==> src/rtl/hd_pair_sched.sv <==
// Two-port Hamming(7,4) pair decoder: round-robin grant, one shared syndrome unit
// used over two cycles, signed pair combine and a saturating corrected-word counter.
module hd_pair_sched #(
    parameter int unsigned CNT_W = 8
) (
    input  logic             clk,
    input  logic             rst,
    input  logic             req0_valid,
    input  logic [6:0]       req0_cw1,
    input  logic [6:0]       req0_cw2,
    output logic             req0_ready,
    input  logic             req1_valid,
    input  logic [6:0]       req1_cw1,
    input  logic [6:0]       req1_cw2,
    output logic             req1_ready,
    output logic             out_valid,
    input  logic             out_ready,
    output logic [5:0]       out_n,
    output logic             out_id,
    output logic [1:0]       out_err,
    input  logic             clr_cnt,
    output logic [CNT_W-1:0] err_cnt
);

    typedef enum logic [1:0] {IDLE, DEC1, DEC2, OUT} state_t;

    state_t           state_q;
    logic [6:0]       cw1_q, cw2_q;
    logic             id_q;
    logic             ptr_q;
    logic [3:0]       c1_q;
    logic             f1_q;
    logic             out_valid_q;
    logic [5:0]       out_n_q;
    logic             out_id_q;
    logic [1:0]       out_err_q;
    logic [CNT_W-1:0] cnt_q, cnt_d;

    logic       grant_id;
    logic       accept;
    logic [6:0] dec_cw;
    logic [2:0] dec_syn;
    logic [6:0] dec_flip;
    logic [3:0] dec_c;
    logic       dec_f;
    logic       dec_err;
    logic [5:0] c1_x, c2_x, comb_n;

    // Both valid: serve the requester the pointer favours; otherwise whoever is valid.
    always_comb begin
        grant_id   = (req0_valid && req1_valid) ? ptr_q : req1_valid;
        accept     = (state_q == IDLE) && (req0_valid || req1_valid);
        req0_ready = (state_q == IDLE) && req0_valid && !grant_id;
        req1_ready = (state_q == IDLE) && req1_valid && grant_id;
    end

    always_comb begin
        dec_cw  = (state_q == DEC2) ? cw2_q : cw1_q;
        dec_syn = {dec_cw[6] ^ dec_cw[3] ^ dec_cw[2] ^ dec_cw[1],
                   dec_cw[5] ^ dec_cw[3] ^ dec_cw[2] ^ dec_cw[0],
                   dec_cw[4] ^ dec_cw[3] ^ dec_cw[1] ^ dec_cw[0]};
        case (dec_syn)
            3'b011:  dec_flip = 7'b000_0001;
            3'b101:  dec_flip = 7'b000_0010;
            3'b110:  dec_flip = 7'b000_0100;
            3'b111:  dec_flip = 7'b000_1000;
            3'b001:  dec_flip = 7'b001_0000;
            3'b010:  dec_flip = 7'b010_0000;
            3'b100:  dec_flip = 7'b100_0000;
            default: dec_flip = '0;
        endcase
        dec_c   = dec_cw[3:0] ^ dec_flip[3:0];
        dec_f   = (dec_syn == 3'b000) ? dec_cw[0] : |(dec_cw & dec_flip);
        dec_err = |dec_syn;
    end

    // Modulo-64 arithmetic on sign-extended operands yields the exact signed result.
    always_comb begin
        c1_x = {{2{c1_q[3]}}, c1_q};
        c2_x = {{2{dec_c[3]}}, dec_c};
        case ({f1_q, dec_f})
            2'b00:   comb_n = c1_x + c1_x + c2_x;
            2'b01:   comb_n = c1_x + c1_x - c2_x;
            2'b10:   comb_n = c1_x - c2_x - c2_x;
            default: comb_n = c1_x + c2_x + c2_x;
        endcase
    end

    always_comb begin
        cnt_d = cnt_q;
        if (clr_cnt) begin
            cnt_d = '0;
        end else if ((state_q == DEC1 || state_q == DEC2) && dec_err && cnt_q != '1) begin
            cnt_d = cnt_q + CNT_W'(1);
        end
    end

    always_ff @(posedge clk) begin
        if (rst) begin
            state_q     <= IDLE;
            cw1_q       <= '0;
            cw2_q       <= '0;
            id_q        <= 1'b0;
            ptr_q       <= 1'b0;
            c1_q        <= '0;
            f1_q        <= 1'b0;
            out_valid_q <= 1'b0;
            out_n_q     <= '0;
            out_id_q    <= 1'b0;
            out_err_q   <= '0;
            cnt_q       <= '0;
        end else begin
            cnt_q <= cnt_d;
            case (state_q)
                IDLE: begin
                    if (accept) begin
                        cw1_q   <= grant_id ? req1_cw1 : req0_cw1;
                        cw2_q   <= grant_id ? req1_cw2 : req0_cw2;
                        id_q    <= grant_id;
                        ptr_q   <= ~grant_id;
                        state_q <= DEC1;
                    end
                end
                DEC1: begin
                    c1_q         <= dec_c;
                    f1_q         <= dec_f;
                    out_err_q[1] <= dec_err;
                    state_q      <= DEC2;
                end
                DEC2: begin
                    out_n_q      <= comb_n;
                    out_id_q     <= id_q;
                    out_err_q[0] <= dec_err;
                    out_valid_q  <= 1'b1;
                    state_q      <= OUT;
                end
                OUT: begin
                    if (out_ready) begin
                        out_valid_q <= 1'b0;
                        state_q     <= IDLE;
                    end
                end
                default: state_q <= IDLE;
            endcase
        end
    end

    assign out_valid = out_valid_q;
    assign out_n     = out_n_q;
    assign out_id    = out_id_q;
    assign out_err   = out_err_q;
    assign err_cnt   = cnt_q;

endmodule
==> config.mk <==
export PLATFORM = sky130hd
export DESIGN_NAME = hd_pair_sched
export DESIGN_NICKNAME = d
export VERILOG_FILES = /design/src/rtl/hd_pair_sched.sv
export SDC_FILE = /design/constraint.sdc
export NUM_CORES = 1
export LEC_CHECK = 0
export CORE_MARGIN = 2
export CORE_UTILIZATION = 40
export CTS_CLUSTER_SIZE = 28
export DETAILED_ROUTE_END_ITERATION = 8
export SYNTH_ARGS = -nofsm -noshare
export SYNTH_HDL_FRONTEND = slang
export SYNTH_SLANG_ARGS = --single-unit
==> constraint.sdc <==
create_clock -name clk -period 6.2 [get_ports clk]
set_input_delay 1.24 -clock clk [delete_from_list [all_inputs] [get_ports clk]]
set_output_delay 1.24 -clock clk [all_outputs]
set_load 0.01 [all_outputs]
* Yosys cells after proc, flatten, opt, wreduce, memory -nomap -nowiden
Cells that the tools add are included.
** Word-level totals
- Output and inout port bits :: 20
- Register bits :: 41
- Input bits :: 34
** Operators by class
- Bitwise gates (word level) :: 12
- Muxes and demuxes :: 12
- Eq/ne operators :: 15
- Reductions and logical operators :: 21
- Add/subtract/negate cells :: 8
** Operator list (number)
- one-hot mux 7 bit (7 select lines) :: 1
- 2-to-1 mux 7 bit :: 3
- one-hot mux 6 bit (3 select lines) :: 1
- adder 5 x 4 -> 6 bit :: 2
- == test 3 bit (second input constant) :: 4
- subtractor 5 x 4 -> 6 bit :: 2
- adder 4 x 4 -> 5 bit :: 2
- XOR 1 bit :: 9
- adder 8 x 1 -> 8 bit (second input constant) :: 1
- logical AND 1 bit :: 8
- != test 8 bit (second input constant) :: 1
- one-hot mux 2 bit (4 select lines) :: 1
- bitwise AND 7 bit :: 1
- OR reduction 7 bit :: 1
- == test 2 bit (second input constant) :: 3
- == test 3 x 2 -> 1 bit (second input constant) :: 2
- AND reduction 2 bit :: 3
- subtractor 4 x 4 -> 5 bit :: 1
- == test 2 x 1 -> 1 bit (second input constant) :: 2
- zero test 2 bit :: 2
- 2-to-1 mux 2 bit :: 2
- != test 2 bit (second input constant) :: 2
- XOR 4 bit :: 1
- == test 3 x 1 -> 1 bit (second input constant) :: 1
- other kinds (9) :: 12

* Depth between registers and ports, before layout
- Word-level depth :: 12
- Mapped depth :: 21
- Depth with buffers taken out :: 20

* Least setup slack after synthesis
OpenSTA, ideal clock, no wires.
- Kind :: register -> register
- Start :: reg state_q[0]
- End :: reg out_n_q[5] (netlist: out_n[5])
- Arrival :: 4.376 ns
- Data required time :: 6.067 ns
- Buffers on the path :: 3
- Period minus slack after synthesis :: 4.509 ns
- Library setup time :: 0.133 ns
- Stages on the path, launching flop included :: 21
- Slack :: 1.691 ns
- Path through :: dfxtp_1 > inv_1 > ha_1 > buf_4 > buf_6 > clkbuf_1 > mux2_2 > ha_1 > or4_2 > o22ai_2 > a21oi_1 > mux2i_1 > ha_1 > nor2b_1 > o21ai_0 > a21oi_1 > o21ai_0 > a21oi_1 > or3_1 > mux2i_1 > o32ai_1
** On the way
- Cells in the longest elaborated chain, start to end :: 12
- Elaborated cells between the ends (all ways) :: 34
** RTL lines
- start: declaration :: line 27 : state_t state_q;
- start signal: assignment :: line 100 : state_q <= IDLE;
- start signal: assignment :: line 121 : state_q <= DEC1;
- start signal: assignment :: line 128 : state_q <= DEC2;
- == test 2 bit (*) :: line 58, 114
- parallel branches: the longest is 11 deep, another holds adder 5 x 4 -> 6 bit
- end signal: assignment :: line 131 : out_n_q <= comb_n;
- end: declaration :: line 34 : logic [5:0] out_n_q;
Mark *: on every way between the ends.
A chain may end at the register's enable or synchronous reset.

* Final worst setup path
Same ends and word-level chain as after synthesis.

==> run_results.csv <==
group,metric,value,unit
flow_run,cap_violations,0,
logic_synthesis,netlist_area,0.00293,mm²
logic_synthesis,async_reset_ff_share,0,%
final_layout,final_common_cell,"nor2_1",
sta,timing.fmax,181,MHz
cts,cts_setup_buffers,0,
cts,clkLatencyLatePin,0.30,ns
sta,worstMarginPinSlew,0.883,ns
cts,cts_buffer_depth,2,
final_layout,syn2layout_area_growth,25.1,%
placed_design,port_buffers,53,
logic_synthesis,syn_inst,347,
logic_synthesis,synth-seq-cells,41,
sta,clock_skew,0.00714,ns
floorplan,die_w,89.5,µm
floorplan,rows,31,
critical_path,end_kind,"flop",
critical_path,critPathRequiredTime,6.35,ns
floorplan,core,0.00718,mm²
placed_design,dp.final_hpwl,4920,µm
sta,grt_setup_unrepaired,"no",
sta,slew-limit-headroom,41.1,%
global_route,grt_pass1_vias,2444,
final_layout,nFillCells,697,
sta,hold_viol_final,0,
sta,setup_slack,0.674,ns
floorplan,die_area,0.00801,mm²
drt,first_pass_iters,4,
critical_path,path_delay_family,"compound AO/OA/AOI/OAI gates",
final_layout,drive_gt1_share,8.59,%
cts,htree_levels,2,
min_path,min_path_type,"flop to flop",
sta,final_max_slew_viol_count,0,
critical_path,cp.depth,19,
floorplan,initial_utilization,40.8,%
cts,cts_hold_buf,0,
sta,setup-violations-final,0,
floorplan,die_h,89.5,µm
drt,routed_wl,6370,µm
drt,drt-initial-drc-count,64,
critical_path,reg2reg_depth,19,
logic_synthesis,synth-edff-count,0,
logic_synthesis,synth_ff_type,"dfxtp_1",
critical_path,worstSetupPathType,"flop to flop",
global_route,grt_pass1_wl,10700,µm
cts,cts_repair_resize_count,0,
min_path,hold_depth,2,
critical_path,critPathLaunchType,"flop",
drt,vias,2538,
floorplan,io_pins,54,
critical_path,cp.arrival,5.68,ns
outcome,status,"completed",
drt,postRouteAntennaNets,0,
cts,root_buffer,"clkbuf_8",
logic_synthesis,synth.avg_cell_area,8.43,µm²
drt,wl_per_cell,12.9,µm
drt,drc_errors,0,
drt,via_per_inst,5.13,
critical_path,crit_fanout,20,
sta,tns,0,ns
placed_design,place_ws,0.723,ns
global_route,grt_antenna_before_repair,0,
logic_synthesis,ys_types,53,
critical_path,critical_path.max_stage_delay,0.74,ns
critical_path,critPathBufInv,1,
cts,cts_buffers,5,
cts,cts_sinks,41,
logic_synthesis,synth_nets,407,
cts,clkTransAtPathRegs,0.08,ns
cts,cts_tree,"built",
sta,min_period,5.53,ns
sta,finalCritPeriodShare,89.1,%
logic_synthesis,synth_warnings,0,
final_layout,n_antenna_cell,0,
global_route,grt_usage,16.9,%
final_layout,most-common-layout-cells,"nor2_1 (60), clkdlybuf4s50_1 (53), dfxtp_1 (41), nand2_1 (31), ha_1 (24)",
final_layout,post-route-util,51.0,%
global_route,grt_overflow,0,
global_route,grt_max_degree,38,
logic_synthesis,synth_seq_area_share,28.1,%
critical_path,cp_cell_sequence,"inv_1 > ha_1 > mux2_2 > xnor2_1 > nor2_1 > ha_1 > or4_2 > o22ai_2 > a21oi_1 > mux2i_1 > ha_1 > nor2b_1 > o21ai_0 > a21oi_1 > o21ai_0 > a21oi_1 > or3_1 > mux2i_1 > o32ai_1",
final_layout,fin_nets,455,
placed_design,place_congestion,0.830,
critical_path,crit_path_top_delay_cell,"ha_1",
[sequential cells by signal, summed over array words and instances, names as in the netlist]
register and flops:
err_cnt 8, cw1_q 7, cw2_q 7, out_n 6
c1_q 4, out_err 2, state_q 2, f1_q 1
id_q 1, out_id 1, out_valid 1, ptr_q 1
[cell usage after synthesis (12+ instances only)]
library cell  count  area [µm²]
dfxtp_1          41         821
inv_1            18        67.6
a311oi_1         13         114
clkbuf_1         12        45.0
ha_1             24         300
nor2_1           60         225
mux2i_1          23         230
xnor2_1          16         140
a21oi_1          17        85.1
nand2_1          31         116
[kinds of logic after synthesis]
logic type               count (synthesis)  synth area share, %
buffers and inverters                   34                 4.75
multiplexers                            33                 12.5
AO/OA/AOI/OAI                           59                 14.3
flip-flops                              41                 28.1
XOR/XNOR                                26                 8.77
AND/OR/NAND/NOR                        128                 20.0
adder cells (fa/ha/maj)                 26                 11.6
[worst min-delay path: cells and delay by family, from the launching register on]
| kind | cells | cell delay [ns] |
|---|---|---|
| AND/OR/NAND/NOR | 2 | 0.12 |
| flip-flops | 1 | 0.32 |
[final timing paths]
check / start / to / slack, ns
worst max register to register: state_q[0]$_SDFFE_PP0P_ / out_n[5]$_SDFFE_PP0P_ / 0.67
worst min register to register: out_n[2]$_SDFFE_PP0P_ / out_n[2]$_SDFFE_PP0P_ / 0.49
worst min-delay path: out_n[2]$_SDFFE_PP0P_ / out_n[2]$_SDFFE_PP0P_ / 0.49
worst max-delay path: state_q[0]$_SDFFE_PP0P_ / out_n[5]$_SDFFE_PP0P_ / 0.67
[layer usage]
layer  global-route usage, %  up-vias  wire [µm]  share of wire, %
li1                        -     1311          -                 -
met1                    21.6     1186       3100                49
met2                    29.8       36       3020                47
met3                    2.49        5        177               2.8
met4                    4.07        0         67               1.1
met5                       0        -          0                 0
[final cells by class]
cell class | instances | area, µm² | share of cell area (%)
sequential | 41 | 821 | 22.4
tap | 99 | 124 | 3.39
clock buffer | 6 | 82.6 | 2.26
inverter | 18 | 67.6 | 1.85
timing repair buffer | 57 | 561 | 15.3
multi-input combinational | 272 | 1970 | 53.7
clock inverter | 2 | 37.5 | 1.03
[per-stage QoR]
step	std cells	hold WS, ns	area (µm²)
floorplan	347	0.457	2930
global placement	487	0.476	3540
detailed placement	487	0.475	3540
CTS	495	0.491	3660
global route	495	0.506	3660
finish	495	0.487	3660
Power is not shown: default switching activity piles up to over one toggle a cycle in this logic, so the estimate is an artifact.
